File: config.mk
export PLATFORM = sky130hd
export DESIGN_NAME = code_lock_ctrl
export DESIGN_NICKNAME = d
export VERILOG_FILES = /design/src/rtl/code_lock_ctrl.sv
export SDC_FILE = /design/constraint.sdc
export NUM_CORES = 1
export LEC_CHECK = 0
export BUFFER_PORTS_ARGS = -buffer_cell sky130_fd_sc_hd__buf_2
export CORE_ASPECT_RATIO = 0.6
export CORE_UTILIZATION = 40
export DETAILED_ROUTE_END_ITERATION = 8
export PLACE_DENSITY = 0.66
export SYNTH_ARGS = -nofsm -noshare
export SYNTH_HDL_FRONTEND = slang
export SYNTH_SLANG_ARGS = --single-unit
File: constraint.sdc
create_clock -name clk -period 2.9 [get_ports clk]
set_input_delay 0.725 -clock clk [delete_from_list [all_inputs] [get_ports clk]]
set_output_delay 0.725 -clock clk [all_outputs]
set_load 0.03 [all_outputs]
File: src/rtl/code_lock_ctrl.sv
// code_lock_ctrl: keypad code-lock controller.
// Handles digit entry, code comparison, open/relock timing, code
// re-programming and, optionally, a lockout after repeated failed tries.
// Optional feature macro: CODE_LOCK_LOCKOUT_EN (try counter + LOCKOUT state).
// Ports:
//   clk, n_rst         scan-rate clock, async active-low reset
//   key_value/valid    debounced key code with one-cycle strobe
//   code_set           level request for programming mode (honoured in OPEN)
//   unlocked           lock open
//   set_mode           programming mode active
//   fail               one-cycle pulse per rejected enter
//   locked_out         lockout active (0 when the feature is compiled out)
//   digit_cnt          number of buffered digits
//   entry_buf          buffered digits, newest in [3:0]
module code_lock_ctrl #(
  parameter int unsigned                CODE_DIGITS    = 6,
  parameter logic [CODE_DIGITS*4-1:0]   DEFAULT_CODE   = 24'h123456,
  parameter int unsigned                OPEN_CYCLES    = 50000,
  parameter int unsigned                MAX_TRIES      = 3,
  parameter int unsigned                LOCKOUT_CYCLES = 250000
) (
  input  logic                               clk,
  input  logic                               n_rst,
  input  logic [3:0]                         key_value,
  input  logic                               key_valid,
  input  logic                               code_set,
  output logic                               unlocked,
  output logic                               set_mode,
  output logic                               fail,
  output logic                               locked_out,
  output logic [$clog2(CODE_DIGITS+1)-1:0]   digit_cnt,
  output logic [CODE_DIGITS*4-1:0]           entry_buf
);

  localparam int unsigned BW = CODE_DIGITS * 4;
  localparam int unsigned CW = $clog2(CODE_DIGITS + 1);
  localparam int unsigned OW = $clog2(OPEN_CYCLES + 1);

  localparam logic [1:0] ST_LOCKED  = 2'd0;
  localparam logic [1:0] ST_OPEN    = 2'd1;
  localparam logic [1:0] ST_SET     = 2'd2;
`ifdef CODE_LOCK_LOCKOUT_EN
  localparam logic [1:0] ST_LOCKOUT = 2'd3;
  localparam int unsigned TW = $clog2(MAX_TRIES + 1);
  localparam int unsigned LW = $clog2(LOCKOUT_CYCLES + 1);
`endif

  logic [1:0]    state_q, state_d;
  logic [BW-1:0] entry_buf_q, entry_buf_d;
  logic [CW-1:0] digit_cnt_q, digit_cnt_d;
  logic [BW-1:0] stored_q, stored_d;
  logic [OW-1:0] open_tmr_q, open_tmr_d;
  logic          fail_q, fail_d;
  logic          unlocked_q, unlocked_d;
  logic          set_mode_q, set_mode_d;
`ifdef CODE_LOCK_LOCKOUT_EN
  logic [TW-1:0] tries_q, tries_d;
  logic [LW-1:0] lock_tmr_q, lock_tmr_d;
  logic          locked_out_q, locked_out_d;
`endif

  // Key decode; D-F decode to nothing.
  logic is_digit_c, is_enter_c, is_clear_c, is_cancel_c, entry_full_c, clear_buf_c;
  assign is_digit_c   = key_valid && (key_value <= 4'd9);
  assign is_enter_c   = key_valid && (key_value == 4'hA);
  assign is_clear_c   = key_valid && (key_value == 4'hB);
  assign is_cancel_c  = key_valid && (key_value == 4'hC);
  assign entry_full_c = (digit_cnt_q == CW'(CODE_DIGITS));

  // Next-state, buffer and timer logic.
  always_comb begin
    state_d     = state_q;
    entry_buf_d = entry_buf_q;
    digit_cnt_d = digit_cnt_q;
    stored_d    = stored_q;
    open_tmr_d  = open_tmr_q;
    fail_d      = 1'b0;
    clear_buf_c = 1'b0;
`ifdef CODE_LOCK_LOCKOUT_EN
    tries_d     = tries_q;
    lock_tmr_d  = lock_tmr_q;
`endif

    // Digit entry is common to every state that accepts keys.
`ifdef CODE_LOCK_LOCKOUT_EN
    if (state_q != ST_LOCKOUT) begin
`else
    begin
`endif
      if (is_digit_c && (digit_cnt_q < CW'(CODE_DIGITS))) begin
        entry_buf_d = (entry_buf_q << 4) | BW'(key_value);
        digit_cnt_d = digit_cnt_q + CW'(1);
      end else if (is_clear_c) begin
        clear_buf_c = 1'b1;
      end
    end

    case (state_q)
      ST_LOCKED: begin
        if (is_enter_c) begin
          clear_buf_c = 1'b1;
          if (entry_full_c && (entry_buf_q == stored_q)) begin
            state_d    = ST_OPEN;
            open_tmr_d = OW'(OPEN_CYCLES - 1);
`ifdef CODE_LOCK_LOCKOUT_EN
            tries_d    = '0;
`endif
          end else begin
            fail_d = 1'b1;
`ifdef CODE_LOCK_LOCKOUT_EN
            tries_d = tries_q + TW'(1);
            if (tries_q == TW'(MAX_TRIES - 1)) begin
              state_d    = ST_LOCKOUT;
              lock_tmr_d = LW'(LOCKOUT_CYCLES - 1);
            end
`endif
          end
        end else if (is_cancel_c) begin
          clear_buf_c = 1'b1;
        end
      end
      ST_OPEN: begin
        // Expiry and cancel share one exit; cancel outranks code_set.
        if ((open_tmr_q == '0) || is_cancel_c) begin
          state_d     = ST_LOCKED;
          clear_buf_c = 1'b1;
        end else if (code_set) begin
          state_d     = ST_SET;
          clear_buf_c = 1'b1;
        end else begin
          open_tmr_d = open_tmr_q - OW'(1);
        end
      end
      ST_SET: begin
        if (is_enter_c) begin
          clear_buf_c = 1'b1;
          if (entry_full_c) begin
            stored_d   = entry_buf_q;
            state_d    = ST_OPEN;
            open_tmr_d = OW'(OPEN_CYCLES - 1);
          end else begin
            fail_d = 1'b1;
          end
        end else if (is_cancel_c) begin
          state_d     = ST_LOCKED;
          clear_buf_c = 1'b1;
        end
      end
`ifdef CODE_LOCK_LOCKOUT_EN
      ST_LOCKOUT: begin
        clear_buf_c = 1'b1;
        if (lock_tmr_q == '0) begin
          state_d = ST_LOCKED;
          tries_d = '0;
        end else begin
          lock_tmr_d = lock_tmr_q - LW'(1);
        end
      end
`endif
      default: begin
        state_d     = ST_LOCKED;
        clear_buf_c = 1'b1;
      end
    endcase

    if (clear_buf_c) begin
      entry_buf_d = '0;
      digit_cnt_d = '0;
    end

    unlocked_d = (state_d == ST_OPEN);
    set_mode_d = (state_d == ST_SET);
`ifdef CODE_LOCK_LOCKOUT_EN
    locked_out_d = (state_d == ST_LOCKOUT);
`endif
  end

  // Core state and registered outputs.
  always_ff @(posedge clk or negedge n_rst) begin
    if (!n_rst) begin
      state_q     <= ST_LOCKED;
      entry_buf_q <= '0;
      digit_cnt_q <= '0;
      stored_q    <= DEFAULT_CODE;
      open_tmr_q  <= '0;
      fail_q      <= 1'b0;
      unlocked_q  <= 1'b0;
      set_mode_q  <= 1'b0;
    end else begin
      state_q     <= state_d;
      entry_buf_q <= entry_buf_d;
      digit_cnt_q <= digit_cnt_d;
      stored_q    <= stored_d;
      open_tmr_q  <= open_tmr_d;
      fail_q      <= fail_d;
      unlocked_q  <= unlocked_d;
      set_mode_q  <= set_mode_d;
    end
  end

`ifdef CODE_LOCK_LOCKOUT_EN
  // Retry counter and lockout timer.
  always_ff @(posedge clk or negedge n_rst) begin
    if (!n_rst) begin
      tries_q      <= '0;
      lock_tmr_q   <= '0;
      locked_out_q <= 1'b0;
    end else begin
      tries_q      <= tries_d;
      lock_tmr_q   <= lock_tmr_d;
      locked_out_q <= locked_out_d;
    end
  end

  assign locked_out = locked_out_q;
`else
  // Lockout compiled out: its parameters are intentionally unused.
  logic unused_cfg_c;
  assign unused_cfg_c = ^{32'(MAX_TRIES), 32'(LOCKOUT_CYCLES)};
  assign locked_out   = 1'b0;
`endif

  assign unlocked  = unlocked_q;
  assign set_mode  = set_mode_q;
  assign fail      = fail_q;
  assign digit_cnt = digit_cnt_q;
  assign entry_buf = entry_buf_q;

endmodule

After elaboration in Yosys (flattened, before gate mapping)
Index checks and enable logic that the tools add are counted.

storage, ports and cells
  logic and storage cells = 73
  output and inout port bits = 31
  flip-flop bits (word level) = 72
  input bits = 8

operators by class
  equality and inequality tests = 15
  $add $sub $neg = 2
  reduce and logical (&&, ||, !) cells = 14
  muxes and demuxes = 31
  bitwise operators = 1
  magnitude comparators = 2

operators by type and width
  kind                                                 number
  2-to-1 mux 16 bit                                    6
  2-to-1 mux 24 bit                                    2
  case mux 16 bit (3 select lines)                     1
  equality test 24 bit                                 1
  bitwise OR 24 x 4 -> 24 bit                          1
  logical NOT 16 bit                                   1
  subtractor 16 x 1 -> 16 bit, second input constant   1
  2-to-1 mux 2 bit                                     7
  equality test 4 bit, second input constant           3
  != test 2 bit, second input constant                 6
  2-to-1 mux 1 bit                                     10
  AND reduction 7 bit                                  1
  logical AND 1 bit                                    6
  2-to-1 mux 3 bit                                     2
  case mux 2 bit (3 select lines)                      1
  equality test 2 x 1 -> 1 bit, second input constant  2
  equality test 2 bit, second input constant           2
  <= comparator 4 bit, second input constant           1
  case mux 1 bit (2 select lines)                      2
  adder 3 x 1 -> 3 bit, second input constant          1
  equality test 3 bit, second input constant           1
  less-than comparator 3 bit, second input constant    1
  AND reduction 3 bit                                  1
  nonzero test 3 bit                                   1
  other kinds (4)                                      4

Logic depth before layout (Yosys ltp)
Gate-level depths: netlist of run 1.

  word-level depth = 8
  mapped depth = 9
  depth with buffers taken out = 7

Least setup slack after synthesis of run 1
No wires, ideal clock.

  path kind = register to register
  from = register open_tmr_q[0]
  to = register open_tmr_q[7]
  stages on the path, launching flop included = 10
  path buffers = 2
  required time = 2.779 ns
  clock period less this slack = 2.364 ns
  library setup time = 0.121 ns
  arrival time = 2.244 ns
  slack = 0.536 ns
  cell sequence = dfrtp_1 inv_1 ha_1 or3b_1 clkbuf_1 or4b_4 o21ai_4 buf_6 o31ai_1 a41o_1

between the ends
  word-level cells in the longest chain between the ends = 4
  elaborated cells on any way between the ends = 8
  classes of those cells = add/sub: 1; eq/ne: 1; mux: 3; reduce/logical: 3

ends and longest elaborated chain
  element                                                                  RTL line  text
  start: declaration                                                       52        logic [OW-1:0] open_tmr_q, open_tmr_d;
  start signal: assignment                                                 194       open_tmr_q <= open_tmr_d;
  subtractor 16 x 1 -> 16 bit or logical NOT 16 bit (tied branches)        131, 124
  2-to-1 mux 16 bit or logical OR 1 bit (tied branches)                    127, 124
  2-to-1 mux 16 bit or != test 2 bit (tied branches)                       -
  case mux 16 bit (3 select lines) or AND reduction 7 bit (tied branches)  -

Several ways; a longest one is shown, not always the timed one. The select of a mux whose other input is x is not followed.
A chain may end at the register's enable or synchronous reset.

Worst setup path after layout of run 1
  from = register open_tmr_q[0]
  to = register entry_buf_q[5] (netlist: entry_buf[5])

between the ends
  word-level cells in the longest chain between the ends = 5
  elaborated cells on any way between the ends = 6
  classes of those cells = mux: 3; reduce/logical: 3

ends and longest elaborated chain
  element                                                  RTL line  text
  logical NOT 16 bit (*)                                   124       if ((open_tmr_q == '0) || is_cancel_c) begin
  logical OR 1 bit (*)                                     124
  2-to-1 mux 1 bit (*)                                     124
  case mux 1 bit (2 select lines) (*)                      98        case (state_q)
  2-to-1 mux 24 bit or nonzero test 2 bit (tied branches)  -
  end signal: assignment                                   191       entry_buf_q <= entry_buf_d;
  end: declaration                                         49        logic [BW-1:0] entry_buf_q, entry_buf_d;

Mark *: on every way between the ends. The rest lies on a longest branch, timed or not.

==> results of run 1 <==
-- per-stage QoR --
step / hold WS, ps / worst slack [ps]
finish: 341.8 / 347.0
global route: 370.4 / 108.2
CTS: 349.9 / 349.4
detailed placement: 456.1 / 352.1
global placement: 452.8 / 434.4
floorplan: 429.4 / 535.9
-- cell type report --
class                      instances  area (µm²)  share of cell area, %
multi-input combinational        277        1680                  39.78
clock inverter                     3       17.52                 0.4147
clock buffer                      13       250.2                  5.924
sequential                        72        1813                  42.92
tap                              112       140.1                  3.318
timing repair buffer              47       285.3                  6.754
inverter                          10       37.54                 0.8886
-- cell families after synthesis --
| group | Yosys count | share of synthesized area, % |
|---|---|---|
| AO/OA/AOI/OAI | 50 | 10.33 |
| XOR/XNOR | 26 | 6.311 |
| adder cells (fa/ha/maj) | 3 | 1.040 |
| buffers and inverters | 29 | 3.502 |
| flip-flops | 72 | 50.24 |
| multiplexers | 24 | 6.657 |
| other | 1 | 0.1039 |
| AND/OR/NAND/NOR | 173 | 21.81 |
-- cells in the mapped netlist (2+ instances only) --
library cell / number
xnor2_1: 2
o21ai_0: 3
or3_1: 4
nor2_1: 36
a31o_2: 6
o211ai_1: 5
clkbuf_1: 10
a31o_1: 4
dfrtp_1: 63
dfstp_2: 9
or2_2: 3
xor2_1: 24
nand2_1: 81
buf_1: 2
nor4_1: 8
a22oi_1: 2
o21ai_1: 2
nor3_1: 15
a31oi_1: 6
o31ai_1: 2
a21oi_1: 7
a41o_1: 2
nand2b_1: 5
buf_2: 5
mux2i_1: 24
or4_1: 3
nor2b_1: 2
o41ai_1: 5
ha_1: 3
inv_1: 10
nand3_1: 7
nand4_1: 3
-- metal layers --
metal / share of wire (%) / track usage (%) / wire [µm] / vias up
met2: 39 / 27.38 / 3270 / 85
met1: 54 / 30.53 / 4585 / 1382
met5: 0 / 0 / 0 / -
met4: 1.3 / 6.560 / 112 / 0
li1: - / - / - / 1383
met3: 6.0 / 4.775 / 506 / 14
-- worst paths after layout --
kind | to | cells after the start
max | entry_buf[5] | 8
min | entry_buf[12] | 1
max reg2reg | entry_buf[5] | 8
min reg2reg | stored_q[20] | 2
max in group asynchronous | stored_q[6] | 2
min in group clk | stored_q[20] | 2
-- registers in the layout, summed over array words and instances (netlist names) --
register and flops:
state_q 2, entry_buf 24, fail 1, stored_q 24, digit_cnt 3, set_mode 1, unlocked 1, open_tmr_q 16
-- where the power goes --
| group | internal (µW) | total, µW | switching, µW |
|---|---|---|---|
| Clock | 600 | 1000 | 403 |
| Sequential | 1140 | 1350 | 206 |
| Combinational | 264 | 767 | 503 |
| Total | 2010 | 3120 | 1110 |
==> results.md, run 1 <==
- R2r startpoint: open_tmr_q[0]
- R2R Setup Slk: 350 ps
- Starting density of the core: a little over two fifths
- Worst-Skew Late Latency: 330 ps
- Layout area overhead: 17.06%
- Routability congestion estimate: between 0.8 and 0.9
- Number of synthesized flops with an enable pin: 0
- Hold-fix buffers, CTS: 0
- Worst-path cell with the longest stage delay: nor4b_1
- Most frequent cells in the layout: nand2_1, dfrtp_1, buf_2
- Most used DFF post-synth: dfrtp_1
- Period Utilization, post-route: ~88%
- Worst-margin pin slew: 711.2 ps
- Core box area: 8621 µm²
- Port-buffer cells: 37
- Commonest non-fill, non-tap cell in the layout: nand2_1
- Delay-heaviest family, CP: simple AND/OR/NAND/NOR gates
- CTS max path bufs: 2
- HP Class: primary input to asynchronous set/reset pin
- Pwr Density: 738.2 nW/µm²
- Rel. slew slack: 52.49%
- I/O pin count: 39
- Mapped Avg Cell Area: 9.546 µm²
- Die X: about 120 µm
- Antenna viol nets, final: 0
- Post-DP Area: roughly 4000 µm²
- Via Count: between 2000 and 3000
- Worst endpoint required time: 3100 ps
- Vias per cell: 5.363
- DRT Pass-1 Iters: 4
- Buffer cell driving the clock tree root: clkbuf_16
- WL per Instance: 15.87 µm
- RSZ-0062 raised after global routing: false
- Final Hold Viols: 0
- DPL Wire Length: roughly 6 mm
- Vias in the first global route: 2689
- Top cell type's share of synthesized area: 43.69%
- Fillers: 796
- Remaining DRCs: 0
- Antenna diodes: 0
- CP Capture Type: flop
- TritonCTS Buffers: 9
- Setup crit start: open_tmr_q[0]
- Element type at the critical path start: flop
- Post_cts resized: 0
- Fin area: 4224 µm²
- Floorplan row count: 26
- TritonCTS Sinks: 72
- Die ar.: 9418 µm²
- First DRT Iteration DRCs: approximately 270
- Post-CTS setup repair buffer count: 0
- Buf/Inv on CP: 2
- First-pass GRT wire length: 14.30 mm
- Post-synth top area cell: dfrtp_1
- Worst IR drop on VDD: around 0.35 mV
- Cell Chain, Critical Path: inv_1 > ha_1 > or3b_1 > nor4b_1 > a21boi_1 > o21ai_2 > buf_4 > nor2_1
- Synth unique cells: 47
- Setup TNS: 0 ps
- Final setup vio count: 0
- Largest net degree at the start of global routing: 35
- Final wirelength: 8.474 mm
- DIE HEIGHT: ~76 µm
- Crit path max fanout: 26
- WS Path Type: flop to flop
- Run status: finished clean
- Tot Pwr: 3118 µW
- FFs w/ async S/R, synth: 100.0%
- Post-layout util: 49.00%
- WP data arrival: 2760 ps
- CTS tree: yes
- H-tree level count: 3
- Fmax: approximately 0.39 GHz
- Yosys warns: 0
- Total GRT Usage: 19.96%
- Minimum clock period: around 2600 ps
- Share of cells above drive strength 1: approximately a fifth
- Synth Cell Area: 3608 µm²
- # placed instances: a little over 500
- CP peak stage delay: a little over 500 ps
- Clock transition at the registers of the reported paths: ~50 ps
- Fin cells: 534
- Syn_nets: 389
- Synth area leaders: dfrtp_1, nand2_1, mux2i_1
- Register bit total from synthesis: 72
- Max Cap Violations: 0
- Final #Nets: 428
- Leakage: 0.002194 µW
- Register area share after synthesis: 50.24%
- Initial antenna violation count: 0
- Clock Skew: 9.015 ps
- Gate Count Post-Synth: 378
- GRT overflow: 0
- Final Slew Violations: 0
(Power assumes the default switching activity.)
==> run 2: changes to the inputs <==
PLACE_DENSITY = 0.68   (was 0.66)
clock period = 2.1 ns   (was 2.9 ns; I/O delays follow)
==> results.md, run 2 (synthesis results as in run 1) <==
- Run status: complete, but fails checks
- Tot Pwr: 5083 µW (+63%)
- Largest net degree at the start of global routing: 32 (-8.6%)
- # placed instances: 572 (+10%)
- Element type at the critical path start: flop
- Final Slew Violations: 0 (unchanged)
- Core box area: 8621 µm² (unchanged)
- Starting density of the core: 41.86% (unchanged)
- WL per Instance: 16.86 µm (+6.2%)
- Commonest non-fill, non-tap cell in the layout: nand2_1
- HP Class: primary input to asynchronous set/reset pin
- DPL Wire Length: 6.350 mm (+6.6%)
- Rel. slew slack: 58.08% (+5.6 points)
- Vias per cell: 5.353 (-0.19%)
- Worst IR drop on VDD: 0.4088 mV (+17%)
- Worst-Skew Late Latency: 340 ps (about the same)
- Crit path max fanout: 12 (-54%)
- Leakage: 0.002559 µW (+17%)
- Post-route setup slack: -202.5 ps (-549.5 ps)
- Buf/Inv on CP: 2 (unchanged)
- Final Hold Viols: 0 (unchanged)
- R2R Setup Slk: -200 ps (-550 ps)
- Die ar.: 9418 µm² (unchanged)
- CTS tree: yes
- Delay-heaviest family, CP: simple AND/OR/NAND/NOR gates
- Share of cells above drive strength 1: 37.27% (+17 points)
- First DRT Iteration DRCs: 220 (-19%)
- Reg2Reg Depth: 8 (unchanged)
- Setup crit start: open_tmr_q[1]
- Via Count: 3185 (+11%)
- Most frequent cells in the layout: nand2_1, dfrtp_1, buf_4
- Total GRT Usage: 20.27% (+0.31 points)
- Routability congestion estimate: 0.8272 (-6.5%)
- TritonCTS Buffers: 9 (unchanged)
- Minimum clock period: 2303 ps (-250.5 ps)
- CP Capture Type: flop
- I/O pin count: 39 (unchanged)
- CP peak stage delay: 520 ps (about the same)
- Fin cells: 595 (+11%)
- Final #Nets: 489 (+14%)
- Max Cap Violations: 0 (unchanged)
- Initial antenna violation count: 0 (unchanged)
- Failing checks: setup timing
- Worst-path cell with the longest stage delay: or4b_4
- RSZ-0062 raised after global routing: true
- H-tree level count: 3 (unchanged)
- Period Utilization, post-route: 109.6% (+22 points)
- Fmax: 0.4343 GHz (+11%)
- Final wirelength: 10.03 mm (+18%)
- Hold-fix buffers, CTS: 0 (unchanged)
- Worst reg2reg path endpoint: open_tmr_q[5]
- Clock transition at the registers of the reported paths: 60 ps (about the same)
- Remaining DRCs: 0 (unchanged)
- WS Path Type: flop to flop
- CTS max path bufs: 2 (unchanged)
- Floorplan row count: 26 (unchanged)
- DRT Pass-1 Iters: 4 (unchanged)
- Buffer cell driving the clock tree root: clkbuf_16
- R2r startpoint: open_tmr_q[1]
- Antenna viol nets, final: 0 (unchanged)
- DIE HEIGHT: 75.57 µm (unchanged)
- Pwr Density: 1000 nW/µm² (+36%)
- First-pass GRT wire length: 14.52 mm (+1.6%)
- TritonCTS Sinks: 72 (unchanged)
- Antenna diodes: 0 (unchanged)
- Die X: 124.6 µm (unchanged)
- Layout area overhead: 40.81%
- Clock Skew: 5.041 ps (-3.974 ps)
- Pre-CTS setup slack: -182.6 ps (-534.8 ps)
- GRT overflow: 0 (unchanged)
- Setup TNS: -5851 ps (-5851 ps)
- Cell Chain, Critical Path: inv_1 > ha_2 > or3b_4 > or4b_4 > o21ai_4 > buf_12 > o41ai_1 > a31o_2
- Vias in the first global route: 2859 (+6.3%)
- Worst-margin pin slew: 623.6 ps (-87.58 ps)
- Worst endpoint required time: 2330 ps (-770 ps)
- WP data arrival: 2530 ps (-230 ps)
- Port-buffer cells: 37 (unchanged)
- Final setup vio count: 40 (+40)
-- run 2: how the worst max path moves through the flow --
stage	to	slack, ps	cells after the start
after CTS	open_tmr_q[5]	-150	8
final	open_tmr_q[5]	-200	8
after detailed placement	open_tmr_q[10]	-180	8
after global placement	open_tmr_q[10]	-130	8
after global routing	open_tmr_q[14]	-260	7
after floorplan	open_tmr_q[7]	-180	9
-- run 2: what timing repair did --
item,CTS,global route
resized for setup,6,56
cloned,1,4
endpoints found under the setup margin,45,44
pin swaps,1,26
buffers inserted,1,2
-- run 2: final cells by class --
cell class              count  area (µm²)
flip-flops and latches     72        1813
well taps                 112       140.1
multi-input cells         277        1939
clock buffers              12       256.5
fillers                   722        3540
inverters                  10       37.54
repair buffers            108       818.3
clock inverters             4       76.32
-- run 2: power breakdown --
part	switching, µW	internal (µW)
combinational	967	687
clock	581	1110
sequential	163	1580
total	1710	3370
-- run 2: worst reg2reg max path: stages (launching register included) --
cell,delay (ps)
dfrtp_1,380
inv_1,70
ha_2,180
or3b_4,410
or4b_4,520
o21ai_4,170
buf_12,160
o41ai_1,80
a31o_2,220
-- run 2: stage by stage --
step                      cell area, µm²  util (%)  hold WS (ps)
after global placement              4394     50.97         452.6
after floorplan                     3626         -         229.4
after global routing                5081     58.94         141.0
after CTS                           4762     55.24         129.9
final                               5081     58.94         120.4
after detailed placement            4394     50.97         456.3
-- run 2: metal layers --
layer	vias to the layer above	wire length (µm)	share of wire, %	global-route usage (%)
met3	9	608	6.1	5.407
met4	0	84	0.84	6.292
met1	1574	5038	50	28.99
met5	-	0	0	0
li1	1503	-	-	-
met2	99	4301	43	30.26
